[src/rtl/div_sequencer_if.sv]
// ============================================================================
// div_sequencer_if : host request/result and divider handshake bundle
// Rev 1.0
// ============================================================================
`default_nettype none

interface div_sequencer_if;
   logic        en;
   logic        req;
   logic        u;
   logic [31:0] x;
   logic [31:0] y;
   logic        ready;
   logic        div_run;
   logic        div_u;
   logic [31:0] div_x;
   logic [31:0] div_y;
   logic        div_stall;
   logic [31:0] div_quot;
   logic [31:0] div_rem;
   logic        done;
   logic [31:0] quot;
   logic [31:0] rem;
   logic        err_zero;
   logic        err_neg;
   logic        err_tmo;

   // slave is the sequencer's view, master is the host/divider side
   modport slave (
      input  en, req, u, x, y, div_stall, div_quot, div_rem,
      output ready, div_run, div_u, div_x, div_y, done, quot, rem,
             err_zero, err_neg, err_tmo
   );

   modport master (
      output en, req, u, x, y, div_stall, div_quot, div_rem,
      input  ready, div_run, div_u, div_x, div_y, done, quot, rem,
             err_zero, err_neg, err_tmo
   );
endinterface

`default_nettype wire

[src/rtl/div_sequencer.sv]
// ============================================================================
// div_sequencer : screens operands, runs one divide on an iterative divider
// Rev 1.0
// ============================================================================
`default_nettype none

module div_sequencer #(
   parameter int TIMEOUT = 40
) (
   input  wire logic      clk,
   input  wire logic      rst,
   div_sequencer_if.slave bus
);

   localparam int c_cnt_w = $clog2(TIMEOUT + 1);
   localparam logic [c_cnt_w-1:0] c_tmo_last = c_cnt_w'(TIMEOUT - 1);

   typedef enum logic [1:0] {
      IDLE = 2'd0,
      RUN  = 2'd1,
      DONE = 2'd2
   } state_t;

   state_t               r_state;
   logic [c_cnt_w-1:0]   r_cnt;
   logic                 r_div_u;
   logic [31:0]          r_div_x;
   logic [31:0]          r_div_y;
   logic [31:0]          r_quot;
   logic [31:0]          r_rem;
   logic                 r_err_zero;
   logic                 r_err_neg;
   logic                 r_err_tmo;

   always_ff @(posedge clk) begin
      if (rst) begin
         r_state    <= IDLE;
         r_cnt      <= '0;
         r_div_u    <= 1'b0;
         r_div_x    <= '0;
         r_div_y    <= '0;
         r_quot     <= '0;
         r_rem      <= '0;
         r_err_zero <= 1'b0;
         r_err_neg  <= 1'b0;
         r_err_tmo  <= 1'b0;
      end else if (bus.en) begin
         case (r_state)
            IDLE: begin
               if (bus.req) begin
                  r_div_x    <= bus.x;
                  r_div_y    <= bus.y;
                  r_div_u    <= bus.u;
                  r_err_zero <= 1'b0;
                  r_err_neg  <= 1'b0;
                  r_err_tmo  <= 1'b0;
                  // Rejected divisors never reach the divider: dividend is returned as remainder
                  if (bus.y == 32'd0) begin
                     r_err_zero <= 1'b1;
                     r_quot     <= '0;
                     r_rem      <= bus.x;
                     r_state    <= DONE;
                  end else if (bus.y[31]) begin
                     r_err_neg  <= 1'b1;
                     r_quot     <= '0;
                     r_rem      <= bus.x;
                     r_state    <= DONE;
                  end else begin
                     r_cnt      <= '0;
                     r_state    <= RUN;
                  end
               end
            end
            RUN: begin
               // A result arriving on the last allowed cycle takes priority over the timeout
               if (!bus.div_stall) begin
                  r_quot  <= bus.div_quot;
                  r_rem   <= bus.div_rem;
                  r_state <= DONE;
               end else begin
                  r_cnt <= r_cnt + 1'b1;
                  if (r_cnt == c_tmo_last) begin
                     r_err_tmo <= 1'b1;
                     r_quot    <= '0;
                     r_rem     <= '0;
                     r_state   <= DONE;
                  end
               end
            end
            DONE: begin
               r_state <= IDLE;
            end
            default: begin
               r_state <= IDLE;
            end
         endcase
      end
   end

   assign bus.ready    = (r_state == IDLE);
   assign bus.div_run  = (r_state == RUN);
   assign bus.done     = (r_state == DONE);
   assign bus.div_u    = r_div_u;
   assign bus.div_x    = r_div_x;
   assign bus.div_y    = r_div_y;
   assign bus.quot     = r_quot;
   assign bus.rem      = r_rem;
   assign bus.err_zero = r_err_zero;
   assign bus.err_neg  = r_err_neg;
   assign bus.err_tmo  = r_err_tmo;

endmodule

`default_nettype wire
[src/flat_wrapper.sv]
// flat-port wrapper written by rule: the top's interface ports become plain ports
module div_sequencer_flat 
#(
   parameter int TIMEOUT = 40
)
  (clk, rst, bus_en, bus_req, bus_u, bus_x, bus_y, bus_div_stall, bus_div_quot, bus_div_rem, bus_ready, bus_div_run, bus_div_u, bus_div_x, bus_div_y, bus_done, bus_quot, bus_rem, bus_err_zero, bus_err_neg, bus_err_tmo);
  div_sequencer_if bus_i ();
  input  wire logic clk;
  input  wire logic rst;
  input wire logic [$bits(bus_i.en)-1:0] bus_en;
  input wire logic [$bits(bus_i.req)-1:0] bus_req;
  input wire logic [$bits(bus_i.u)-1:0] bus_u;
  input wire logic [$bits(bus_i.x)-1:0] bus_x;
  input wire logic [$bits(bus_i.y)-1:0] bus_y;
  input wire logic [$bits(bus_i.div_stall)-1:0] bus_div_stall;
  input wire logic [$bits(bus_i.div_quot)-1:0] bus_div_quot;
  input wire logic [$bits(bus_i.div_rem)-1:0] bus_div_rem;
  output wire logic [$bits(bus_i.ready)-1:0] bus_ready;
  output wire logic [$bits(bus_i.div_run)-1:0] bus_div_run;
  output wire logic [$bits(bus_i.div_u)-1:0] bus_div_u;
  output wire logic [$bits(bus_i.div_x)-1:0] bus_div_x;
  output wire logic [$bits(bus_i.div_y)-1:0] bus_div_y;
  output wire logic [$bits(bus_i.done)-1:0] bus_done;
  output wire logic [$bits(bus_i.quot)-1:0] bus_quot;
  output wire logic [$bits(bus_i.rem)-1:0] bus_rem;
  output wire logic [$bits(bus_i.err_zero)-1:0] bus_err_zero;
  output wire logic [$bits(bus_i.err_neg)-1:0] bus_err_neg;
  output wire logic [$bits(bus_i.err_tmo)-1:0] bus_err_tmo;
  assign bus_i.en = bus_en;
  assign bus_i.req = bus_req;
  assign bus_i.u = bus_u;
  assign bus_i.x = bus_x;
  assign bus_i.y = bus_y;
  assign bus_i.div_stall = bus_div_stall;
  assign bus_i.div_quot = bus_div_quot;
  assign bus_i.div_rem = bus_div_rem;
  assign bus_ready = bus_i.ready;
  assign bus_div_run = bus_i.div_run;
  assign bus_div_u = bus_i.div_u;
  assign bus_div_x = bus_i.div_x;
  assign bus_div_y = bus_i.div_y;
  assign bus_done = bus_i.done;
  assign bus_quot = bus_i.quot;
  assign bus_rem = bus_i.rem;
  assign bus_err_zero = bus_i.err_zero;
  assign bus_err_neg = bus_i.err_neg;
  assign bus_err_tmo = bus_i.err_tmo;
  div_sequencer #(.TIMEOUT(TIMEOUT)) u_core (.clk(clk), .rst(rst), .bus(bus_i));
endmodule
[config.mk]
export PLATFORM = sky130hd
export DESIGN_NAME = div_sequencer_flat
export DESIGN_NICKNAME = d
export VERILOG_FILES = /design/src/rtl/div_sequencer_if.sv /design/src/rtl/div_sequencer.sv /design/src/flat_wrapper.sv
export SDC_FILE = /design/constraint.sdc
export NUM_CORES = 1
export LEC_CHECK = 0
export ABC_AREA = 1
export CAP_MARGIN = 10
export CORE_MARGIN = 2
export CORE_UTILIZATION = 42
export DETAILED_ROUTE_END_ITERATION = 6
export GPL_TIMING_DRIVEN = 0
export PLACE_DENSITY_LB_ADDON = 0.05
export SLEW_MARGIN = 0
export SYNTH_ARGS = -nofsm -noshare
export SYNTH_HDL_FRONTEND = slang
export SYNTH_SLANG_ARGS = --single-unit
[constraint.sdc]
create_clock -name clk -period 2.2 [get_ports clk]
set_clock_uncertainty 0.05 [all_clocks]
set_input_delay 0.33 -clock clk [delete_from_list [all_inputs] [get_ports clk]]
set_output_delay 0.33 -clock clk [all_outputs]
set_load 0.02 [all_outputs]
==> run summary, run 1 <==
The initial utilization of the core area, before any placement, comes to 43.3%. Timing would allow up to 0.486 GHz. The vertical extent of the die came out at 124 um. The longest individual stage delay on the worst path came out at roughly 640 ps.

The post-synthesis average cell area is 7.03 sq um. The floorplan die width is 124 um. Summed over its instances, the top area cell type makes up 46.3% of the synthesized netlist area. The area overhead of the layout relative to synthesis came out at 58.4%.

In the detailed route, the total length drawn on met3 is 1800 um. Summing every instance area after synthesis gives around 6100 sq um. The initial antenna violation count came out at 0. The net count after synthesis came out at roughly 1000. The global-route wire length before repair came out at around 30000 um. The largest total area in the synthesized netlist belongs to sky130_fd_sc_hd__dfxtp_1.

The aggregate global-route resource usage is 25.4%. The power density over the cells is 834 nW/um^2. The I/O pin count is between 200 and 300. The required time of the critical path came out at 1820 ps. Global routing finished with a remaining overflow of 0. In this run the standard cell core region covers 14000 sq um. The number of buffers inserted by post-CTS setup repair is 0. Synthesis produced 861 cells.

Overall power consumption after layout is estimated at 8.00 mW. Setup repair after global routing left no endpoint under its margin. The latest clock arrival within the worst-skew pair came out at around 420 ps. The fraction of the yosys area taken by sequential cells is between 40% and 50%. At the end of routability-driven placement, the weighted congestion stood at 0.818. Leaving out fill and tap cells, the most frequent cell in the layout is sky130_fd_sc_hd__clkdlybuf4s50_1. The slew at the pin closest to its max-slew limit came out at just under 600 ps. The minimum setup slack after placement is -201 ps. The leakage power came out at 3.91 nW. The pin count of the biggest net entering global routing came out at 17. The total half-perimeter wirelength after legalization and detailed placement is 14900 um. The headroom to the max-slew limit came out at 60.4%. The register bit count reported by yosys is 140. The number of maximum-capacitance constraint violations is 0. The fraction of final layout cells with drive strength greater than 1 is approximately 6.7%. The worst setup path is captured at an output pin. The count of yosys warnings during synthesis came out at 0.

Clock-pin slew was measured on the worst setup and hold paths at 60 ps. The sort of element at the start of the critical path is a flip-flop. The detail-routed via count per cell came out at 4.91. The number of optimization iterations in the first detailed-route pass is 6. The path class of the tightest hold or removal check is in2reg. The maximum number of buffers from clock root to sink came out at 2. The total number of clock tree sinks came out at 140. The peak ir drop on the vdd network is 0.668 mV. The number of max-slew violations in the final report is 0. The largest fanout on the critical path came out at 4.

The uppermost metal layer occupied by signal nets is met4. TritonCTS built the clock tree. The category of the most critical setup path is reg2out. In this run the clock root is driven by a sky130_fd_sc_hd__clkbuf_16. In the post-route analysis, the smallest setup slack over all paths is 141 ps. The total routed wire length on the met1 layer is 8240 um. The final-report setup violation count is 0.

Among all stages on the critical path, the largest delay is contributed by sky130_fd_sc_hd__clkdlybuf4s50_1. The overall via count from detail_route is between 6000 and 7000. The run finished with clean final reports.

The final critical-path required period came out at 2060 ps. STA puts the critical path data arrival time at 1680 ps. Row generation in the floorplan step produced 43 rows.

The DRC marker count from the first detailed-route iteration came out at 370. The number of buffers and inverters on the critical path is 2. The number of antenna-violating nets in the routed design is 0. After synthesis, the netlist uses 27 different library cells. The via count of the first global-routing pass is 5939. The diode insertion count for antenna repair came out at 0. The detail-routed net length per standard cell is 14.8 um.

Detailed routing placed a total of 9480 um of wire on met2. Ranked by total cell area, the synthesized netlist is headed by sky130_fd_sc_hd__dfxtp_1, sky130_fd_sc_hd__nor2_1, sky130_fd_sc_hd__nand2_1. Walking the worst path, the cells encountered are inv_2 -> nor2_1 -> clkdlybuf4s50_1. The H-tree depth reported by CTS came out at 4. The layout net count is around 1300.

The top cell types in the final layout, fill and taps aside, are sky130_fd_sc_hd__clkdlybuf4s50_1, sky130_fd_sc_hd__nor2_1, sky130_fd_sc_hd__dfxtp_1. The final worst-path cycle share came out at a little over nine tenths. For this run, design rule violations remaining after detail routing come to 0.

Wires add up to 19900 um. The total of buffers placed on input and output ports is 267. The number of hold violations in the final report is 0.

The die outline area came out at between 15000 and 20000 sq um. The number of buffers added by the clock tree synthesis step came out at 17. The cell family contributing the most delay on the critical path is buffers and inverters.
==> worst reg2reg max path, stage by stage, from the launching register on <==
cell                       delay, ps
sky130_fd_sc_hd__dfxtp_1         460
sky130_fd_sc_hd__nand2_4         160
sky130_fd_sc_hd__nor2_2          220
sky130_fd_sc_hd__buf_4           240
sky130_fd_sc_hd__clkbuf_1        350
sky130_fd_sc_hd__nand2_1         100
sky130_fd_sc_hd__nand3_1         100
sky130_fd_sc_hd__nand2_1          50
sky130_fd_sc_hd__nor2_1          110
==> through the flow <==
step                      TNS, ps  hold WS [ps]  std cells  instance area (sq um)  util [%]
after detailed placement   -13200           410       1308                   8950      64.0
after global placement     -12580           409       1308                   8950      64.0
final                           0           222       1340                   9590      68.6
after global routing            0           260       1340                   9590      68.6
after CTS                       0           218       1340                   9590      68.5
after floorplan                 0           404        861                   6060         -
==> cells in the mapped netlist (all sizes together) <==
master  count
a21oi      68
a22oi      32
buf        39
clkbuf     23
clkinv      1
dfxtp     140
ha          1
inv        43
nand2     137
nand3      63
nand4       6
nor2      236
nor3        3
nor3b       1
o21a        1
o21ai      67
==> where the power goes <==
part	internal (mW)	switching (mW)	leakage [nW]
registers	2.78	0.127	1.15
logic	0.947	1.09	2.47
clock network	1.93	1.13	0.286
total	5.65	2.34	3.91
==> path summary, 6_finish.rpt <==
check,from,to,slack (ps),cells past startpoint
max,u_core.r_state[1],bus_done,140,3
min,rst,u_core.bus.div_y[31],220,2
max reg2reg,u_core.r_state[0],u_core.bus.quot[28],290,8
min reg2reg,u_core.bus.div_y[31],u_core.bus.div_y[31],420,2
==> kinds of logic (layout without fill, tap and decap cells) <==
| logic type | count (synthesis) | in the layout | synth area share [%] |
|---|---|---|---|
| buffers and inverters | 106 | 405 | 8.39 |
| adder cells (fa/ha/maj) | 1 | 1 | 0.207 |
| flip-flops | 140 | 140 | 46.3 |
| AND/OR/NAND/NOR | 446 | 446 | 29.8 |
| AO/OA/AOI/OAI | 168 | 168 | 15.3 |
==> registers in the layout, summed over array words and instances (netlist names), 2 cells and up <==
signal / flops
u_core.bus.div_x: 32
u_core.bus.div_y: 32
u_core.bus.quot: 32
u_core.bus.rem: 32
u_core.r_cnt: 6
u_core.r_state: 2
==> timing repair <==
| item | in CTS | in global routing |
|---|---|---|
| setup endpoints to repair | 1 | 5 |
| hold buffers | 0 | 0 |
| resized for setup | 1 | 1 |
==> cell type report <==
| type | count | area, sq um |
|---|---|---|
| Multi-Input combinational cell | 615 | 2750 |
| Inverter | 44 | 165 |
| Fill cell | 1280 | 4400 |
| Buffer | 62 | 343 |
| Tap cell | 180 | 225 |
| Sequential cell | 140 | 2800 |
| Clock buffer | 18 | 439 |
| Timing Repair Buffer | 267 | 2670 |
| Clock inverter | 14 | 195 |
==> layer usage <==
metal  global-route usage, %  vias to the layer above
met5                       0                        -
met4                    7.94                        0
met3                    8.47                       26
met2                    42.0                      215
met1                    31.2                     2972
li1                        -                     3363
Power figures use the tool's default switching activity.
==> run 2: changes to the inputs <==
==> constraint.sdc (replaced) <==
create_clock -name clk -period 2.2 [get_ports clk]
set_clock_uncertainty 0.05 [all_clocks]
set_input_delay 0.22 -clock clk [delete_from_list [all_inputs] [get_ports clk]]
set_output_delay 0.22 -clock clk [all_outputs]
set_load 0.02 [all_outputs]
==> run 2 against run 1 <==
  * Die area stayed put
  * Register-to-register slack hardly changed
  * Clock power hardly changed
  * Global-route usage stayed put
  * Worst hold slack worse by 110 ps
  * Flip-flop and latch count stayed put
  * Worst setup slack worse by 27 ps
  * Non-clock buffer count stayed put
  * Critical path type unchanged
  * Highest routed layer unchanged
  * Critical path depth stayed put
==> run summary, run 2 (synthesis gave the netlist of run 1 again) <==
The sort of element at the start of the critical path is a flip-flop. The diode insertion count for antenna repair came out at 0 (unchanged). The global-route wire length before repair is 30000 um (unchanged). The critical path is of the reg2out type. The largest fanout on the critical path is 10 (+6). The fraction of final layout cells with drive strength greater than 1 came to 6.72% (unchanged). The post-place instance area came out at 8950 sq um (unchanged).

The total negative setup slack came out at 0 ps (unchanged). The number of hold-repair buffers added at the cts stage came out at 0 (unchanged). The minimum setup slack among reg-to-reg paths is 290 ps (about the same). The floorplan die width is 124 um (unchanged).

The tree is rooted in a sky130_fd_sc_hd__clkbuf_16. The library cell used most frequently in the layout, excluding fill and tap cells, is sky130_fd_sc_hd__clkdlybuf4s50_1. The final critical-path required period is 2090 ps (+27.0 ps).

In this run the critical register-to-register path is captured at u_core.bus.quot[28]. The number of cells on the worst reg-to-reg path came out at 8 (unchanged). The initial antenna violation count came out at 0 (unchanged). The clock transition at the registers of the reported paths came to 60 ps (about the same). The share of total power in the clock network is 38.1% (about the same). The area of all placed cells without fillers came out at 9590 sq um (about the same).

The peak ir drop on the vdd network came out at 0.668 mV (about the same). The total of buffers placed on input and output ports came out at 267 (unchanged). The worst hold path begins at rst. The final-report setup violation count came to 0 (unchanged). The worst min-delay path category is in2reg. The worst hold path terminates at u_core.bus.div_y[31].

The number of remaining DRC errors came out at 0 (unchanged). The floorplan core area is 14000 sq um (unchanged). The share of total power in sequential cells is 36.3% (about the same).

The leakage power came to 3.90 nW (about the same). The share of total power consumed by net switching is 29.3% (about the same). The required time of the critical path came to 1930 ps (+110 ps). The number of optimization iterations in the first detailed-route pass is 6 (unchanged).

The power share of the combinational group was 25.5% (about the same). The overall via count from detail_route is 6570 (-0.091%). The starting utilization of the core area came out at 43.3% (unchanged). The number of maximum-capacitance constraint violations came out at 0 (unchanged). The total number of clock tree sinks came to 140 (unchanged). The row count is 43 (unchanged). The number of buffers added by the clock tree synthesis step came out at 17 (unchanged). The internal power of the cells is 5.65 mW (about the same). The number of max-slew violations in the final report came out at 0 (unchanged). The vertical extent of the die came out at 124 um (unchanged). The headroom to the max-slew limit is 60.3% (-0.13 points). The via count of the first global-routing pass was 5939 (unchanged). The last weighted congestion value of the routability-driven placer came to 0.818 (unchanged). TritonCTS built the clock tree. The detail-routed via count per cell is 4.90 (about the same). The worst hold path depth is 2 (unchanged). The power density over the cells came out at 834 nW/um^2 (about the same). The total detailed-routing wirelength came out at 19900 um (about the same). The critical path data arrival time is 1820 ps (+140 ps).

The slew at the pin closest to its max-slew limit came out at 596 ps (+1.98 ps). Setup repair after global routing left no endpoint under its margin. The aggregate global-route resource usage is 25.4% (unchanged). The maximum number of buffers from clock root to sink came out at 2 (unchanged). The detail-routed net length per standard cell came to 14.8 um (about the same). The DRC marker count from the first detailed-route iteration came to 370 (unchanged). The fmax is 0.479 GHz (-1.3%). The H-tree depth reported by CTS is 4 (unchanged). The latest clock arrival within the worst-skew pair is 420 ps (about the same). The number of hold violations in the final report came to 0 (unchanged).

The pin count of the biggest net entering global routing came out at 17 (unchanged). The switching power was 2.34 mW (about the same). In the layout the commonest cells are sky130_fd_sc_hd__clkdlybuf4s50_1, sky130_fd_sc_hd__nor2_1, sky130_fd_sc_hd__dfxtp_1. The count of fill cells added during filler insertion is 1279 (-0.078%). The final worst-path cycle share is 94.8% (+1.2 points). The die outline area is 15400 sq um (unchanged).

The total half-perimeter wirelength after legalization and detailed placement is 14900 um (unchanged). The layout net count came out at 1282 (unchanged). The number of antenna-violating nets in the routed design is 0 (unchanged).

The total grt overflow is 0 (unchanged). The I/O pin count came out at 269 (unchanged). The launch instance of the worst register-to-register path is u_core.r_state[0]. The flow ran to the end, and the final reports show no timing, DRC or antenna violations. The area overhead of the layout relative to synthesis came out at 58.4% (about the same).

STA classifies the critical path endpoint as an output pin.
-- run 2: per-layer routing --
layer | part of all wire (%) | global-route usage [%] | vias to the layer above
li1 | - | - | 3362
met2 | 48 | 42.0 | 209
met1 | 41 | 31.2 | 2973
met4 | 1.9 | 7.94 | 0
met3 | 9.0 | 8.47 | 26
met5 | 0 | 0 | -
-- run 2: area by class of cell --
| cell class | instances | area [sq um] | share of cell area (%) |
|---|---|---|---|
| sequential | 140 | 2800 | 29.2 |
| multi-input combinational | 615 | 2750 | 28.7 |
| timing repair buffer | 267 | 2670 | 27.9 |
| clock buffer | 18 | 439 | 4.58 |
| buffer | 62 | 343 | 3.57 |
| tap | 180 | 225 | 2.35 |
| clock inverter | 14 | 195 | 2.03 |
| inverter | 44 | 165 | 1.72 |
-- run 2: worst max-delay path by stage --
stage	startpoint	end	slack, ps	depth (start not counted)
floorplan	u_core.r_state[1]	u_core.bus.rem[10]	580	10
finish	u_core.r_state[0]	bus_div_run	110	3
global route	u_core.r_state[0]	bus_div_run	40	3
global placement	bus_y[31]	u_core.bus.quot[26]	-90	13
detailed placement	bus_y[31]	u_core.bus.quot[31]	-90	13
CTS	u_core.r_state[0]	bus_div_run	100	3
-- run 2: repair_timing --
| action | CTS | global route |
|---|---|---|
| endpoints found under the setup margin | 0 | 5 |
| buffers inserted | 0 | 0 |
| gates resized for setup | 0 | 1 |
-- run 2: power by group through the flow --
stage	Clock, mW	Sequential [mW]	Combinational [mW]
finish	3.05	2.91	2.04
detailed placement	0	2.96	2.04
global placement	0	2.95	2.03
floorplan	0	3.23	0.802
CTS	3.08	2.91	2.05
global route	3.20	2.93	2.22
-- run 2: stage by stage --
stage	util, %	total power [mW]	setup slack, ps	hold slack [ps]	std cells
after floorplan	-	4.04	579	318	861
after global placement	64.0	4.98	-92.7	409	1308
after detailed placement	64.0	4.99	-91.5	410	1308
after CTS	68.5	8.03	101	108	1340
after global routing	68.6	8.35	39.8	150	1340
final	68.6	8.00	114	112	1340
-- run 2: worst max-delay path: stages, from the launching register on --
cell	delay [ps]
sky130_fd_sc_hd__dfxtp_1	460
sky130_fd_sc_hd__nand2_4	160
sky130_fd_sc_hd__inv_2	150
sky130_fd_sc_hd__clkdlybuf4s50_1	630
==> run 3: changes to the inputs <==
==> constraint.sdc (replaced) <==
create_clock -name clk -period 2.15 [get_ports clk]
set_clock_uncertainty 0.05 [all_clocks]
set_input_delay 0.215 -clock clk [delete_from_list [all_inputs] [get_ports clk]]
set_output_delay 0.215 -clock clk [all_outputs]
set_load 0.02 [all_outputs]
==> run 3 against run 2 <==
  * Count of clock-buffer cells in the layout unchanged
  * Flip-flop and latch count unchanged
  * Worst hold slack hardly changed
  * Sequential share of layout area is essentially flat
  * Critical endpoint is now bus_done
  * Highest routed layer unchanged
==> run summary, run 3 (synthesis gave the netlist of run 1 again) <==
The critical path is of the reg2out type. The number of hold-repair buffers added at the cts stage was 0 (unchanged). TritonCTS built the clock tree. The post-CTS resize count was 0 (unchanged). The number of hold violations in the final report was 0 (unchanged). The switching power came out at 2.40 mW (+2.5%).

The worst hold slack after final layout is 112 ps (+0.0990 ps). The pin count of the biggest net entering global routing was 17 (unchanged). The total grt overflow came out at 0 (unchanged). The peak ir drop on the vdd network was 0.685 mV (+2.6%). The latest clock arrival within the worst-skew pair came out at 420 ps (about the same). The aggregate global-route resource usage is 25.4% (unchanged). The power share of the combinational group came out at 25.5% (about the same). The required time of the critical path came out at 1880 ps (-50 ps). STA classifies the critical path startpoint as a flip-flop. The leakage power came out at 3.92 nW (+0.41%).

The tightest min-delay check is of the in2reg type. The diode insertion count for antenna repair is 0 (unchanged). The worst path needs 1940 ps of the cycle, external delays included.

The total number of clock tree sinks came out at 140 (unchanged). The clock transition at the registers of the reported paths is 60 ps (about the same). The total detailed-routing wirelength came out at 19900 um (about the same). The floorplan die width is 124 um (unchanged). The global-route wire length before repair is 30000 um (unchanged). The critical path data arrival time is 1680 ps (-140 ps).

The overall via count from detail_route came out at 6566 (-0.061%). The final-report setup violation count came to 0 (unchanged). The total half-perimeter wirelength after legalization and detailed placement came to 14900 um (unchanged). The floorplan core area came to 14000 sq um (unchanged).

The number of remaining DRC errors is 0 (unchanged). The number of buffers added by the clock tree synthesis step is 17 (unchanged). The starting utilization of the core area is 43.3% (unchanged). The maximum number of buffers from clock root to sink is 2 (unchanged).

The die outline area is 15400 sq um (unchanged). The number of maximum-capacitance constraint violations came out at 0 (unchanged). The buffer type at the clock tree root is sky130_fd_sc_hd__clkbuf_16. The headroom to the max-slew limit came out at 61.7% (+1.4 points).

The largest fanout on the critical path is 4 (-6). Of the available clock period, the critical path in the final layout requires around nine tenths. The library cell used most frequently in the layout, excluding fill and tap cells, is sky130_fd_sc_hd__clkdlybuf4s50_1.

The number of antenna-violating nets in the routed design came out at 0 (unchanged). The final core utilization is 68.6% (about the same). The number of optimization iterations in the first detailed-route pass came out at 5 (-1).

Setup repair after global routing left no endpoint under its margin. The slew at the pin closest to its max-slew limit came out at 575 ps (-21.3 ps). The share of total power in sequential cells came out at 36.3% (about the same).

The run finished with clean final reports. The row count is 43 (unchanged). The detail-routed net length per standard cell is 14.9 um (about the same). The share of total power in the clock network is 38.2% (about the same). The layout net count came to 1282 (unchanged). The worst setup path is captured at an output pin. The DRC marker count from the first detailed-route iteration came out at 361 (-2.4%). The power density over the cells is 853 nW/um^2 (+2.3%). The fraction of final layout cells with drive strength greater than 1 came out at 6.72% (unchanged). The number of buffers inserted by post-CTS setup repair came out at 0 (unchanged). The total of buffers placed on input and output ports is 267 (unchanged). The fmax came out at 0.515 GHz. The I/O pin count came out at 269 (unchanged). The internal power of the cells is 5.78 mW (+2.3%). The via count of the first global-routing pass came out at 5939 (unchanged). The last weighted congestion value of the routability-driven placer came to 0.818 (unchanged).

The number of max-slew violations in the final report came out at 0 (unchanged). The share of total power consumed by net switching came out at 29.4% (+0.037 points). In the layout the commonest cells are sky130_fd_sc_hd__clkdlybuf4s50_1, sky130_fd_sc_hd__nor2_1, sky130_fd_sc_hd__dfxtp_1. The initial antenna violation count is 0 (unchanged).

The area overhead of the layout relative to synthesis is 58.5% (about the same). The H-tree depth reported by CTS came out at 4 (unchanged). The detail-routed via count per cell came out at 4.90 (about the same). The total negative setup slack came out at 0 ps (unchanged). The vertical extent of the die is 124 um (unchanged). The power after layout came out at 8.19 mW (+2.4%).
==> run 3: path summary, 6_finish.rpt <==
kind                        startpoint                    to  slack, ps  cells past startpoint
setup / recovery     u_core.r_state[1]              bus_done        210                      3
hold / removal                     rst  u_core.bus.div_y[31]        110                      2
setup reg to reg     u_core.r_state[0]   u_core.bus.quot[28]        240                      8
hold reg to reg   u_core.bus.div_y[31]  u_core.bus.div_y[31]        420                      2
==> run 3: critical path, stage by stage, from the launching register on <==
cell                              delay [ps]
sky130_fd_sc_hd__dfxtp_1                 440
sky130_fd_sc_hd__inv_2                    90
sky130_fd_sc_hd__nor2_1                   90
sky130_fd_sc_hd__clkdlybuf4s50_1         640
==> run 3: final cells by class <==
| class | instances | area [sq um] |
|---|---|---|
| inverter | 44 | 165 |
| buffer | 62 | 343 |
| multi-input combinational | 615 | 2750 |
| clock buffer | 18 | 439 |
| fill | 1279 | 4390 |
| clock inverter | 14 | 195 |
| tap | 180 | 225 |
| sequential | 140 | 2800 |
| timing repair buffer | 267 | 2680 |
==> run 3: metal layers <==
| metal | GRT usage, % | wire (um) |
|---|---|---|
| met5 | 0 | 0 |
| met4 | 7.94 | 383 |
| met3 | 8.47 | 1770 |
| met2 | 42.0 | 9500 |
| met1 | 31.2 | 8250 |
==> run 3: through the flow <==
step,worst slack [ps],cell area [sq um],cells
global placement,-138,8950,1308
global route,68.3,9600,1340
detailed placement,-136,8950,1308
finish,207,9600,1340
floorplan,529,6060,861
CTS,56.3,9590,1340
==> run 3: power groups by stage <==
| stage | clock network [mW] | registers (mW) | logic, mW |
|---|---|---|---|
| 2_1_floorplan | 0 | 3.31 | 0.821 |
| 3_3_place_gp | 0 | 3.02 | 2.08 |
| 3_5_place_dp | 0 | 3.03 | 2.08 |
| 4_1_cts | 3.15 | 2.97 | 2.09 |
| 5_1_grt | 3.27 | 3.00 | 2.27 |
| 6_report | 3.13 | 2.97 | 2.09 |
